### src/rtl/stopwatch_pkg.sv
// Shared constants and types for the lab3 stopwatch: BCD limits, default tick dividers
// and the packed MM:SS digit record.
package stopwatch_pkg;

  localparam logic [3:0] SEC_TENS_MAX = 4'd5;
  localparam logic [3:0] DIGIT_MAX    = 4'd9;
  localparam logic [3:0] MIN_TENS_MAX = 4'd9;

  // Dividers for the 100 MHz board clock; the display block uses the 666 Hz one for scanning.
  localparam int unsigned ONE_HZ_DIV_DEFAULT  = 100_000_000;
  localparam int unsigned TWO_HZ_DIV_DEFAULT  = 50_000_000;
  localparam int unsigned DISP_HZ_DIV_DEFAULT = 150_150;

  typedef struct packed {
    logic [3:0] min_tens;
    logic [3:0] min_units;
    logic [3:0] sec_tens;
    logic [3:0] sec_units;
  } bcd_time_t;

  // Increment one BCD digit, wrapping to zero once it has reached its limit.
  function automatic logic [3:0] bcd_inc(input logic [3:0] digit, input logic [3:0] max);
    return (digit == max) ? 4'd0 : digit + 4'd1;
  endfunction

endpackage

### src/rtl/tick_gen.sv
// Free-running divider that emits a one-cycle strobe every DIV enabled cycles;
// the count is held at zero whenever en is low.
module tick_gen #(
  parameter int unsigned DIV = 4
) (
  input  logic clk,
  input  logic rst,
  input  logic en,
  output logic tick
);

  localparam int unsigned CntW = (DIV > 1) ? $clog2(DIV) : 1;
  localparam logic [CntW-1:0] CntMax = CntW'(DIV - 1);

  logic [CntW-1:0] cnt_q, cnt_d;

  // Gated by en so a stale terminal count cannot strobe in the cycle en drops.
  assign tick = en && (cnt_q == CntMax);

  always_comb begin
    cnt_d = cnt_q;
    if (!en || tick) begin
      cnt_d = '0;
    end else begin
      cnt_d = cnt_q + CntW'(1);
    end
  end

  always_ff @(posedge clk or posedge rst) begin
    if (rst) begin
      cnt_q <= '0;
    end else begin
      cnt_q <= cnt_d;
    end
  end

endmodule

### src/rtl/stopwatch_counter.sv
// Stopwatch timekeeping core: MM:SS BCD counter with run/pause and minutes/seconds adjust,
// advanced by internal 1 Hz (run) and 2 Hz (adjust) strobes in a single clock domain.
module stopwatch_counter
  import stopwatch_pkg::*;
#(
  parameter int unsigned ONE_HZ_DIV = ONE_HZ_DIV_DEFAULT,
  parameter int unsigned TWO_HZ_DIV = TWO_HZ_DIV_DEFAULT
) (
  input  logic       clk,
  input  logic       rst,
  input  logic       pause,
  input  logic       adj,
  input  logic       sel,
  output logic [3:0] minutes_1,
  output logic [3:0] minutes_0,
  output logic [3:0] seconds_1,
  output logic [3:0] seconds_0,
  output logic       paused
);

  bcd_time_t time_q, time_d;
  logic      paused_q, paused_d;
  logic      one_hz_en, two_hz_en;
  logic      one_hz_tick, two_hz_tick;
  logic      sec_units_wrap, sec_wrap, min_units_wrap;

  // Uses the pre-toggle paused value, so a tick coinciding with a pause pulse still counts.
  assign one_hz_en = !adj && !paused_q;
  assign two_hz_en = adj;

  tick_gen #(
    .DIV(ONE_HZ_DIV)
  ) u_one_hz (
    .clk (clk),
    .rst (rst),
    .en  (one_hz_en),
    .tick(one_hz_tick)
  );

  tick_gen #(
    .DIV(TWO_HZ_DIV)
  ) u_two_hz (
    .clk (clk),
    .rst (rst),
    .en  (two_hz_en),
    .tick(two_hz_tick)
  );

  assign sec_units_wrap = (time_q.sec_units == DIGIT_MAX);
  assign sec_wrap       = sec_units_wrap && (time_q.sec_tens == SEC_TENS_MAX);
  assign min_units_wrap = (time_q.min_units == DIGIT_MAX);

  always_comb begin
    time_d   = time_q;
    paused_d = paused_q ^ pause;

    if (adj) begin
      if (two_hz_tick) begin
        if (sel) begin
          // Seconds field only: 59 -> 00 without carrying into minutes.
          time_d.sec_units = bcd_inc(time_q.sec_units, DIGIT_MAX);
          if (sec_units_wrap) begin
            time_d.sec_tens = bcd_inc(time_q.sec_tens, SEC_TENS_MAX);
          end
        end else begin
          time_d.min_units = bcd_inc(time_q.min_units, DIGIT_MAX);
          if (min_units_wrap) begin
            time_d.min_tens = bcd_inc(time_q.min_tens, MIN_TENS_MAX);
          end
        end
      end
    end else if (one_hz_tick) begin
      time_d.sec_units = bcd_inc(time_q.sec_units, DIGIT_MAX);
      if (sec_units_wrap) begin
        time_d.sec_tens = bcd_inc(time_q.sec_tens, SEC_TENS_MAX);
      end
      if (sec_wrap) begin
        time_d.min_units = bcd_inc(time_q.min_units, DIGIT_MAX);
        if (min_units_wrap) begin
          time_d.min_tens = bcd_inc(time_q.min_tens, MIN_TENS_MAX);
        end
      end
    end
  end

  always_ff @(posedge clk or posedge rst) begin
    if (rst) begin
      time_q   <= '0;
      paused_q <= 1'b0;
    end else begin
      time_q   <= time_d;
      paused_q <= paused_d;
    end
  end

  assign minutes_1 = time_q.min_tens;
  assign minutes_0 = time_q.min_units;
  assign seconds_1 = time_q.sec_tens;
  assign seconds_0 = time_q.sec_units;
  assign paused    = paused_q;

endmodule

### config.mk
export PLATFORM = sky130hd
export DESIGN_NAME = stopwatch_counter
export DESIGN_NICKNAME = d
export VERILOG_FILES = /design/src/rtl/stopwatch_pkg.sv /design/src/rtl/tick_gen.sv /design/src/rtl/stopwatch_counter.sv
export SDC_FILE = /design/constraint.sdc
export NUM_CORES = 1
export LEC_CHECK = 0
export CAP_MARGIN = 10
export CORE_ASPECT_RATIO = 0.6
export CORE_UTILIZATION = 25
export DETAILED_ROUTE_END_ITERATION = 6
export PLACE_DENSITY = 0.39
export RECOVER_POWER = 50
export SKIP_LAST_GASP = 1
export SYNTH_ARGS = -nofsm -noshare
export SYNTH_HDL_FRONTEND = slang
export SYNTH_SLANG_ARGS = --single-unit
### constraint.sdc
create_clock -name clk -period 3.7 [get_ports clk]
set_clock_uncertainty 0.1 [all_clocks]
set_input_delay 1.11 -clock clk [delete_from_list [all_inputs] [get_ports clk]]
set_output_delay 1.11 -clock clk [all_outputs]
set_load 0.03 [all_outputs]
# After elaboration in Yosys (flattened, before gate mapping)
# Index checks and enable logic that the tools add are counted.
# totals
regBits	70
# classes
n_eq_ne	9
n_bitwise	1
n_mux	14
addsub	6
n_reduce_logical	13
# op_table
operator	n
16-bit two-way mux	3
27-bit by 1-bit adder with 27-bit output, second input constant	1
27-bit equality test, second input constant	1
27-bit two-way mux	1
26-bit by 1-bit adder with 26-bit output, second input constant	1
26-bit equality test, second input constant	1
26-bit two-way mux	1
4-bit two-way mux	6
8-bit two-way mux	3
4-bit by 1-bit adder with 4-bit output, second input constant	4
4-bit equality test, second input constant	3
4-bit by 3-bit equality test with 1-bit output, second input constant	1
1-bit logical AND	4
2-bit by 1-bit != test with 1-bit output, second input constant	2
4-bit AND reduction	1
2-bit nonzero test	2
1-bit zero test	3
3-bit AND reduction	1
1-bit logical OR	2
2-bit != test, second input constant	1
1-bit XOR	1

# Longest topological paths before layout
# Gate-level depths: netlist of run 1.
# depth
word_depth	6
ltp_mapped	7

# By module
# From an unflattened synthesis of run 1, not the netlist that was laid out.
# hier_totals
hier_cells	385
hier_area_um2	3823.7
# by_module_without_submodules
mod	area_per_inst_um2	cells_each	n_inst
tick_gen (u_two_hz)	1505.2	159	1
tick_gen (u_one_hz)	1415.1	144	1
stopwatch_counter	903.4	82	1

# Worst setup path after synthesis of run 1
# Ideal clock, no wire load.
# synth_path
path_kind	input to register
startpoint	input port adj
endpoint	register time_q (netlist bit seconds_0[1])
slack_ns	1.089
stages	6
arrival_time_ns	2.384
required_time_ns	3.472
path_buffers	1
path_cell_list	or2_2 -> nor4_1 -> a32o_1 -> buf_4 -> nand2_1 -> mux2_1
# synth_between
elab_chain_cells	5
# synth_rtl
item	line_no	rtl
start, declared	stopwatch_counter.sv:12	input logic adj,
1-bit zero test	stopwatch_counter.sv:28	assign one_hz_en = !adj && !paused_q;
1-bit logical AND	stopwatch_counter.sv:28	
1-bit logical AND	tick_gen.sv:18	assign tick = en && (cnt_q == CntMax);
2-bit nonzero test (no line)	n/a	
3-bit AND reduction (no line)	n/a	
end signal, assigned	stopwatch_counter.sv:91	time_q <= time_d;
end, declared	stopwatch_counter.sv:21	bcd_time_t time_q, time_d;
# Parallel ways exist; a longest one is shown, timed or not.
# A chain may end at the register's enable or synchronous reset.

# Final worst setup path of run 1
# layout_path
startpoint	input port adj
endpoint	register time_q (netlist bit minutes_1[2])
# layout_between
elab_chain_cells	5
# layout_rtl
item	line_no
1-bit zero test	stopwatch_counter.sv:28
1-bit logical AND	stopwatch_counter.sv:28
1-bit logical AND	tick_gen.sv:18
2-bit nonzero test (no line)	n/a
4-bit AND reduction (no line)	n/a
# Parallel ways exist; a longest one is shown, timed or not.

==> results.yml, run 1 <==
route:
  final_antenna_net_count: 0
  wl_per_cell_um: 13.6
  drtPass1Iterations: 4
  routed_via_density: 4.52
  met3RoutedLength_um: 370
  wl_met2_um: 2910
  top_layer_used: "met4"
  dr.first_iter.drc_count: 133
  vias: 2655
  wirelength_um: 7980
  drc: 0
  wl_met1_um: 4600
hold_path:
  whs_path_depth: 1
  hold_class: "reg2reg"
cts:
  clkSinkCount: 70
  clockRootBuffer: "clkbuf_16"
  cts_buffers: 9
  ctsResizeCount: 0
  cts_hold_buf: 0
  post-cts-setup-buffer-count: 0
  clkTransAtPathRegs_ps: 60
  cts_max_path_buffers: 2
  h-tree-depth: 3
  cts_tree: "yes"
  clock_latency_ps: 330
outcome:
  status: "finished, final reports clean"
synth:
  synthAdderAreaFrac_pct: 0.700
  synth_top_area_cell: "dfrtp_1"
  synth_top_cells_by_count: "70 x dfrtp_1, 63 x nor2_1, 29 x xnor2_1"
  yosys-top-cells-area: "dfrtp_1 49%, xnor2_1 7.1%, nor2_1 6.6%, xor2_1 6.4%, nand3_1 3.1%"
  ys_async_sr_fraction_pct: 100
  syn_inst: 362
  synth_compound_area_share_pct: 3.95
  synth_flop_cell: "dfrtp_1"
  synthMuxAreaShare_pct: 0.909
  ys_warn_count: 0
  yosysSeqAreaShare_pct: 49.0
  synth-simple-area-share_pct: 29.3
  ys_ff_latch: 70
  synthXorXnorAreaFrac_pct: 13.5
  synth.top_cell.area_share_pct: 49.0
  synth_edf_count: 0
  synth_cell_types: 51
  synthesis.area_um2: 3580
  synth_top_family_by_area: "simple AND/OR/NAND/NOR gates"
  yosysMostFrequentCell: "dfrtp_1"
  synth_fp_nets: 369
  postSynthAreaPerCell_um2: 9.88
sta:
  rsz0062_at_grt: "no"
  drv_slew: 0
  min_period_ps: 3180
  slew_headroom_pct: 18.6
  hold_viol_final: 0
  worstMarginPinSlew_ps: 1220
  timing.fmax_mhz: 315
  fin_crit_sh_pct: 85.9
  setup_violations: 0
  fin_tns_setup_ps: 0
finish:
  antenna_cells: 0
  area_growth_pct: 22.6
  multi_input_area_um2: 1730
  final_area_um2: 4380
  final_cells: 587
  fillers: 1464
  drive_above_1_share_pct: 8.10
  final_util_pct: 31.8
  final-seq-area_um2: 1750
  nets: 397
place:
  dp_hpwl_um: 5670
  portBuffers: 21
  place_inst: 571
  gp_congestion: 0.769
  dpl-instance-area_um2: 4020
die:
  rows: 33
  ioPinCount: 22
  dieArea_um2: 14800
  die_h_um: 94.7
  die_x_um: 156
  start_util_pct: 25.9
  core_area_um2: 13800
global_routing:
  grt_pass1_wl_um: 13600
  grt_max_degree: 43
  grt_overflow: 0
  grt_pass1_vias: 2530
  antenna_found_initial: 0
  grtUsageTotal_pct: 12.1
worst_setup_path:
  crit_type: "in2reg"
  required_ps: 3850
  worstRegToRegCells: 7
  worstSetupEndpointType: "flop"
  crit_path_start_kind: "primary input"
  cp.arrival_ps: 3330
  crit_fanout: 8
pwr:
  finalPower_mw: 1.95
  p_leak_nw: 1.74
  pwr_density_cell_nw_per_um2: 445
  peakVddDrop_uv: 234
run:
  maxCapViolations: 0
sequential cells by signal, summed over array words and instances (netlist names):
name,flops
minutes_0,4
u_two_hz.cnt_q,26
u_one_hz.cnt_q,27
seconds_1,4
paused,1
seconds_0,4
minutes_1,4
cells in the final DEF, fill, tap and decap left out, types with 5 or more instances in the layout:
master and n:
nand2_1 23, clkbuf_16 9, nand4_1 17, and4_1 5, xnor2_1 29, nor2_1 63
clkdlybuf4s50_1 18, dfrtp_1 70, nor4_1 6, inv_1 11, nor3_1 10, nand3_1 22
xor2_1 26, and3_1 6, nor2b_1 6
where the power goes:
part	switching, mW	internal (mW)
Sequential	0.0143	0.780
Clock	0.325	0.727
Combinational	0.0732	0.0333
Total	0.413	1.54
routing by layer:
metal | up-vias | global-route usage [%]
met4 | 0 | 3.68
li1 | 1324 | -
met1 | 1278 | 18.9
met3 | 8 | 3.53
met2 | 45 | 15.4
met5 | - | 0
final cells by class:
class	instances	area share, %
timing repair buffer	26	5.94
tap	192	5.48
multi-input combinational	272	39.4
inverter	11	0.942
clock inverter	6	3.05
sequential	70	40.0
clock buffer	10	5.22
through the flow:
step | hold WS, ps | setup slack, ps
final | 401 | 523
after global routing | 414 | 354
after CTS | 393 | 603
after detailed placement | 385 | 258
after global placement | 385 | 300
after floorplan | 355 | 722
worst max-delay path, cell delays in order:
cell and delay (ps):
dlygate4sd3_1 680, or2_2 370, nor4_1 380, a22oi_2 210
buf_4 200, nor3b_1 230, xor2_1 160
worst paths after layout:
| path | start | endpoint | slack (ps) |
|---|---|---|---|
| worst max-delay path | adj | minutes_1[2] | 520 |
| worst min-delay path | paused | paused | 400 |
| worst max register to register | u_one_hz.cnt_q[0] | minutes_1[2] | 1210 |
| worst min register to register | paused | paused | 400 |
| max in group asynchronous | rst | u_one_hz.cnt_q[25] | 1230 |
| min in group asynchronous | rst | minutes_1[0] | 1460 |
cell families (layout without fill, tap and decap cells):
family | count (synthesis) | count (layout)
AOI/OAI and AO/OA | 20 | 20
buffers and inverters | 20 | 53
muxes | 3 | 3
xor gates and xnor gates | 55 | 55
DFF | 70 | 70
and+or+nand+nor | 192 | 192
adders and majority gates | 2 | 2
Power figures use the tool's default switching activity.
==> inputs of run 2 (changes only) <==
CELL_PAD_IN_SITES_DETAIL_PLACEMENT = 1   (was unset)
CELL_PAD_IN_SITES_GLOBAL_PLACEMENT = 1   (was unset)
PLACE_DENSITY = 0.47   (was 0.39)
==> results.yml, run 2 (synthesis gave the netlist of run 1 again) <==
outcome:
  status: "finished, final reports clean"
worst_setup_path:
  required_ps: 3800
  worstSetupEndpointType: "flop"
  cp.arrival_ps: 3410
  crit_type: "in2reg"
  crit_fanout: 9
  timing.rr.start: "u_two_hz.cnt_q[11]"
  crit_path_start: "adj"
  crit_path_start_kind: "primary input"
sta:
  rsz0062_at_grt: "no"
  fin_crit_sh_pct: 89.4
  min_period_ps: 3310
  hold_viol_final: 0
  drv_slew: 0
  slew_headroom_pct: 29.9
  worstMarginPinSlew_ps: 1050
  fin_tns_setup_ps: 0
  timing.fmax_mhz: 302
  setup_violations: 0
  timing.hold.ws_ps: 390
place:
  dpl-instance-area_um2: 4020
  dp_hpwl_um: 6420
  place_inst: 569
  portBuffers: 21
  gp_congestion: 0.676
route:
  wirelength_um: 8880
  dr.first_iter.drc_count: 138
  routed_via_density: 4.68
  vias: 2727
  wl_per_cell_um: 15.2
  final_antenna_net_count: 0
  drtPass1Iterations: 4
  drc: 0
die:
  start_util_pct: 25.9
  die_x_um: 156
  ioPinCount: 22
  rows: 33
  core_area_um2: 13800
  die_h_um: 94.7
  dieArea_um2: 14800
cts:
  cts_buffers: 9
  h-tree-depth: 3
  cts_tree: "yes"
  ctsResizeCount: 0
  cts_max_path_buffers: 2
  post-cts-setup-buffer-count: 0
  clock_latency_ps: 330
  clkTransAtPathRegs_ps: 60
  clockRootBuffer: "clkbuf_16"
  cts_hold_buf: 0
  clkSinkCount: 70
finish:
  drive_above_1_share_pct: 7.16
  fillers: 1604
  largest-register: "u_one_hz.cnt_q"
  final-seq-area_um2: 1750
  reg_top3: "u_one_hz.cnt_q (27), u_two_hz.cnt_q (26)"
  antenna_cells: 0
  nets: 395
  multi_input_area_um2: 1730
  mostFrequentLayoutCell: "dfrtp_1"
  final_area_um2: 4280
  layout_common_cells: "70 x dfrtp_1, 63 x nor2_1, 29 x xnor2_1, 26 x xor2_1, 23 x nand2_1"
  final_cells: 583
  area_growth_pct: 19.6
  largest_reg_flops: 27
global_routing:
  grt_max_degree: 26
  grt_overflow: 0
  grt_pass1_wl_um: 15200
  grt_pass1_vias: 2861
  grtUsageTotal_pct: 13.5
  antenna_found_initial: 0
pwr:
  pwr_density_cell_nw_per_um2: 403
  finalPower_mw: 1.72
  p_leak_nw: 1.69
  peakVddDrop_uv: 162
hold_path:
  hold_start: "u_one_hz.cnt_q[0]"
  hold_class: "reg2reg"
run:
  maxCapViolations: 0
-- run 2: cell count changes in the layout (fill, tap and decap cells not counted), sizes merged --
cell / previous run / this run
buf: 5 / 2
bufinv: 4 / 0
clkbuf: 10 / 14
clkinv: 2 / 1
-- run 2: final timing paths --
path,endpoint,slack [ps],cells past startpoint
max in group asynchronous,seconds_0[1],920,3
worst min-delay path,u_one_hz.cnt_q[0],390,1
min in group asynchronous,u_one_hz.cnt_q[7],1390,2
worst max register to register,seconds_1[1],1150,5
worst max-delay path,seconds_1[1],390,6
worst min register to register,u_one_hz.cnt_q[0],390,1
-- run 2: where the power goes --
group,switching (mW),internal [mW]
clock,0.316,0.500
combinational,0.0775,0.0337
sequential,0.0173,0.780
-- run 2: layer usage --
| layer | share of wire, % | global-route usage, % | vias to the layer above | routed length (um) |
|---|---|---|---|---|
| met5 | 0 | 0 | - | 0 |
| met4 | 0.83 | 3.59 | 0 | 74 |
| met3 | 3.8 | 3.72 | 6 | 340 |
| met2 | 38 | 18.5 | 37 | 3330 |
| met1 | 58 | 20.2 | 1371 | 5130 |
| li1 | - | - | 1313 | - |
-- run 2: cell type report --
cell class / instances / share of cell area [%]
sequential: 70 / 40.9
multi-input combinational: 272 / 40.4
clock buffer: 13 / 6.32
timing repair buffer: 24 / 5.67
tap: 192 / 5.61
inverter: 11 / 0.965
clock inverter: 1 / 0.117
-- run 2: stage by stage --
step	util (%)	worst slack, ps
final	31.0	392
after global routing	31.0	205
after CTS	31.1	454
after detailed placement	29.1	134
after global placement	29.1	209
after floorplan	-	722
-- run 2: worst max-delay path, cell delays in order --
cell	delay (ps)
dlygate4sd3_1	670
or2_2	370
nor4_1	360
a32o_1	460
nand2_1	110
mux2_1	320
==> inputs of run 3 (changes only) <==
GPL_ROUTABILITY_DRIVEN = 0   (was unset)
MAX_ROUTING_LAYER = met4   (was unset)
SLEW_MARGIN = 20   (was unset)
==> results.yml, run 3 (synthesis gave the netlist of run 1 again) <==
sta:
  hold_viol_final: 0
  layout_setup_ws_ps: 390
  slew_headroom_pct: 29.9
  setup_violations: 0
  drv_slew: 0
  fin_tns_setup_ps: 0
  rsz0062_at_grt: "no"
  min_period_ps: 3310
  worstMarginPinSlew_ps: 1050
  fin_crit_sh_pct: 89.5
  timing.fmax_mhz: 302
worst_setup_path:
  slowest_delay_ps: 670
  required_ps: 3800
  cp_cell_sequence: "dlygate4sd3_1 -> or2_2 -> nor4_1 -> a32o_1 -> nand2_1 -> mux2_1"
  crit_path_start_kind: "primary input"
  crit_slowest_cell: "dlygate4sd3_1"
  cp.arrival_ps: 3410
  crit_type: "in2reg"
  worstSetupEndpointType: "flop"
  crit_fanout: 9
pwr:
  seqPwrFrac_pct: 46.3
  peakVddDrop_uv: 161
  p_switching_uw: 409
  p_comb_share_pct: 6.5
  pwr_density_cell_nw_per_um2: 403
  clkPwrFrac_pct: 47.3
  p_int_mw: 1.31
  swShare_pct: 23.7
  p_leak_nw: 1.69
  finalPower_mw: 1.72
route:
  wl_per_cell_um: 15.2
  routed_via_density: 4.68
  dr.first_iter.drc_count: 144
  drtPass1Iterations: 4
  drc: 0
  vias: 2729
  final_antenna_net_count: 0
  wirelength_um: 8880
global_routing:
  grt_pass1_vias: 2863
  grt_overflow: 0
  busiest_layer: "met1"
  grt_max_degree: 26
  grt_util_met2_pct: 18.5
  grtUsageMet3_pct: 3.72
  grt_pass1_wl_um: 15200
  antenna_found_initial: 0
  met1_usage_pct: 20.2
  grtUsageTotal_pct: 13.9
cts:
  clkSinkCount: 70
  ctsResizeCount: 0
  cts_tree: "yes"
  clock_latency_ps: 330
  h-tree-depth: 3
  clockRootBuffer: "clkbuf_16"
  cts_hold_buf: 0
  post-cts-setup-buffer-count: 0
  cts_max_path_buffers: 2
  clkTransAtPathRegs_ps: 60
  cts_buffers: 9
die:
  start_util_pct: 25.9
  die_x_um: 156
  ioPinCount: 22
  core_area_um2: 13800
  die_h_um: 94.7
  rows: 33
  dieArea_um2: 14800
finish:
  final_area_um2: 4280
  drive_above_1_share_pct: 7.16
  largest_reg_flops: 27
  antenna_cells: 0
  mostFrequentLayoutCell: "dfrtp_1"
  reg_top3: "u_one_hz.cnt_q (27), u_two_hz.cnt_q (26)"
  area_growth_pct: 19.6
  final_cells: 583
  layout_common_cells: "70 x dfrtp_1, 63 x nor2_1, 29 x xnor2_1, 26 x xor2_1, 23 x nand2_1"
  largest-register: "u_one_hz.cnt_q"
  nets: 395
place:
  place_inst: 569
  dpl-instance-area_um2: 4020
  dp_hpwl_um: 6420
  portBuffers: 21
  dpl_worst_slack_ps: 134
outcome:
  status: "finished, final reports clean"
run:
  maxCapViolations: 0
hold_path:
  hold_class: "reg2reg"
run 3: routing by layer:
layer / wire [um] / vias to the layer above
met4: 89 / 0
met2: 3330 / 39
li1: - / 1314
met3: 346 / 7
met5: 0 / -
met1: 5120 / 1369
run 3: path summary, 6_finish.rpt:
kind / slack [ps] / start / endpoint / cells past startpoint
max: 390 / adj / seconds_1[1] / 6
min: 390 / u_one_hz.cnt_q[0] / u_one_hz.cnt_q[0] / 1
max reg2reg: 1150 / u_one_hz.cnt_q[0] / seconds_1[1] / 6
min reg2reg: 390 / u_one_hz.cnt_q[0] / u_one_hz.cnt_q[0] / 1
max in group asynchronous: 910 / rst / minutes_0[2] / 3
min in group asynchronous: 1390 / rst / u_one_hz.cnt_q[7] / 2
run 3: final cells by class:
type                       instances  area [um^2]
fill                            1604         9510
tap                              192          240
multi-input combinational        272         1730
timing repair buffer              24          243
sequential                        70         1750
clock inverter                     1         5.00
clock buffer                      13          270
inverter                          11         41.3
run 3: worst max-delay path, delay by kind of cell:
kind | cells | cell delay (ps)
muxes | 1 | 320
AOI/OAI and AO/OA | 1 | 460
buffers and inverters | 1 | 670
and+or+nand+nor | 3 | 840
run 3: power groups by stage:
stage	registers, mW	logic [mW]	clock network, mW
3_3_place_gp	0.812	0.118	0
3_5_place_dp	0.811	0.118	0
4_1_cts	0.798	0.118	0.846
2_1_floorplan	0.816	0.0608	0
6_report	0.797	0.111	0.815
5_1_grt	0.799	0.127	0.867
run 3: per-stage QoR:
| stage | hold WS [ps] | util (%) |
|---|---|---|
| 2_1_floorplan | 355 | - |
| 3_3_place_gp | 384 | 29.1 |
| 3_5_place_dp | 387 | 29.1 |
| 4_1_cts | 395 | 31.1 |
| 5_1_grt | 411 | 31.0 |
| 6_report | 390 | 31.0 |
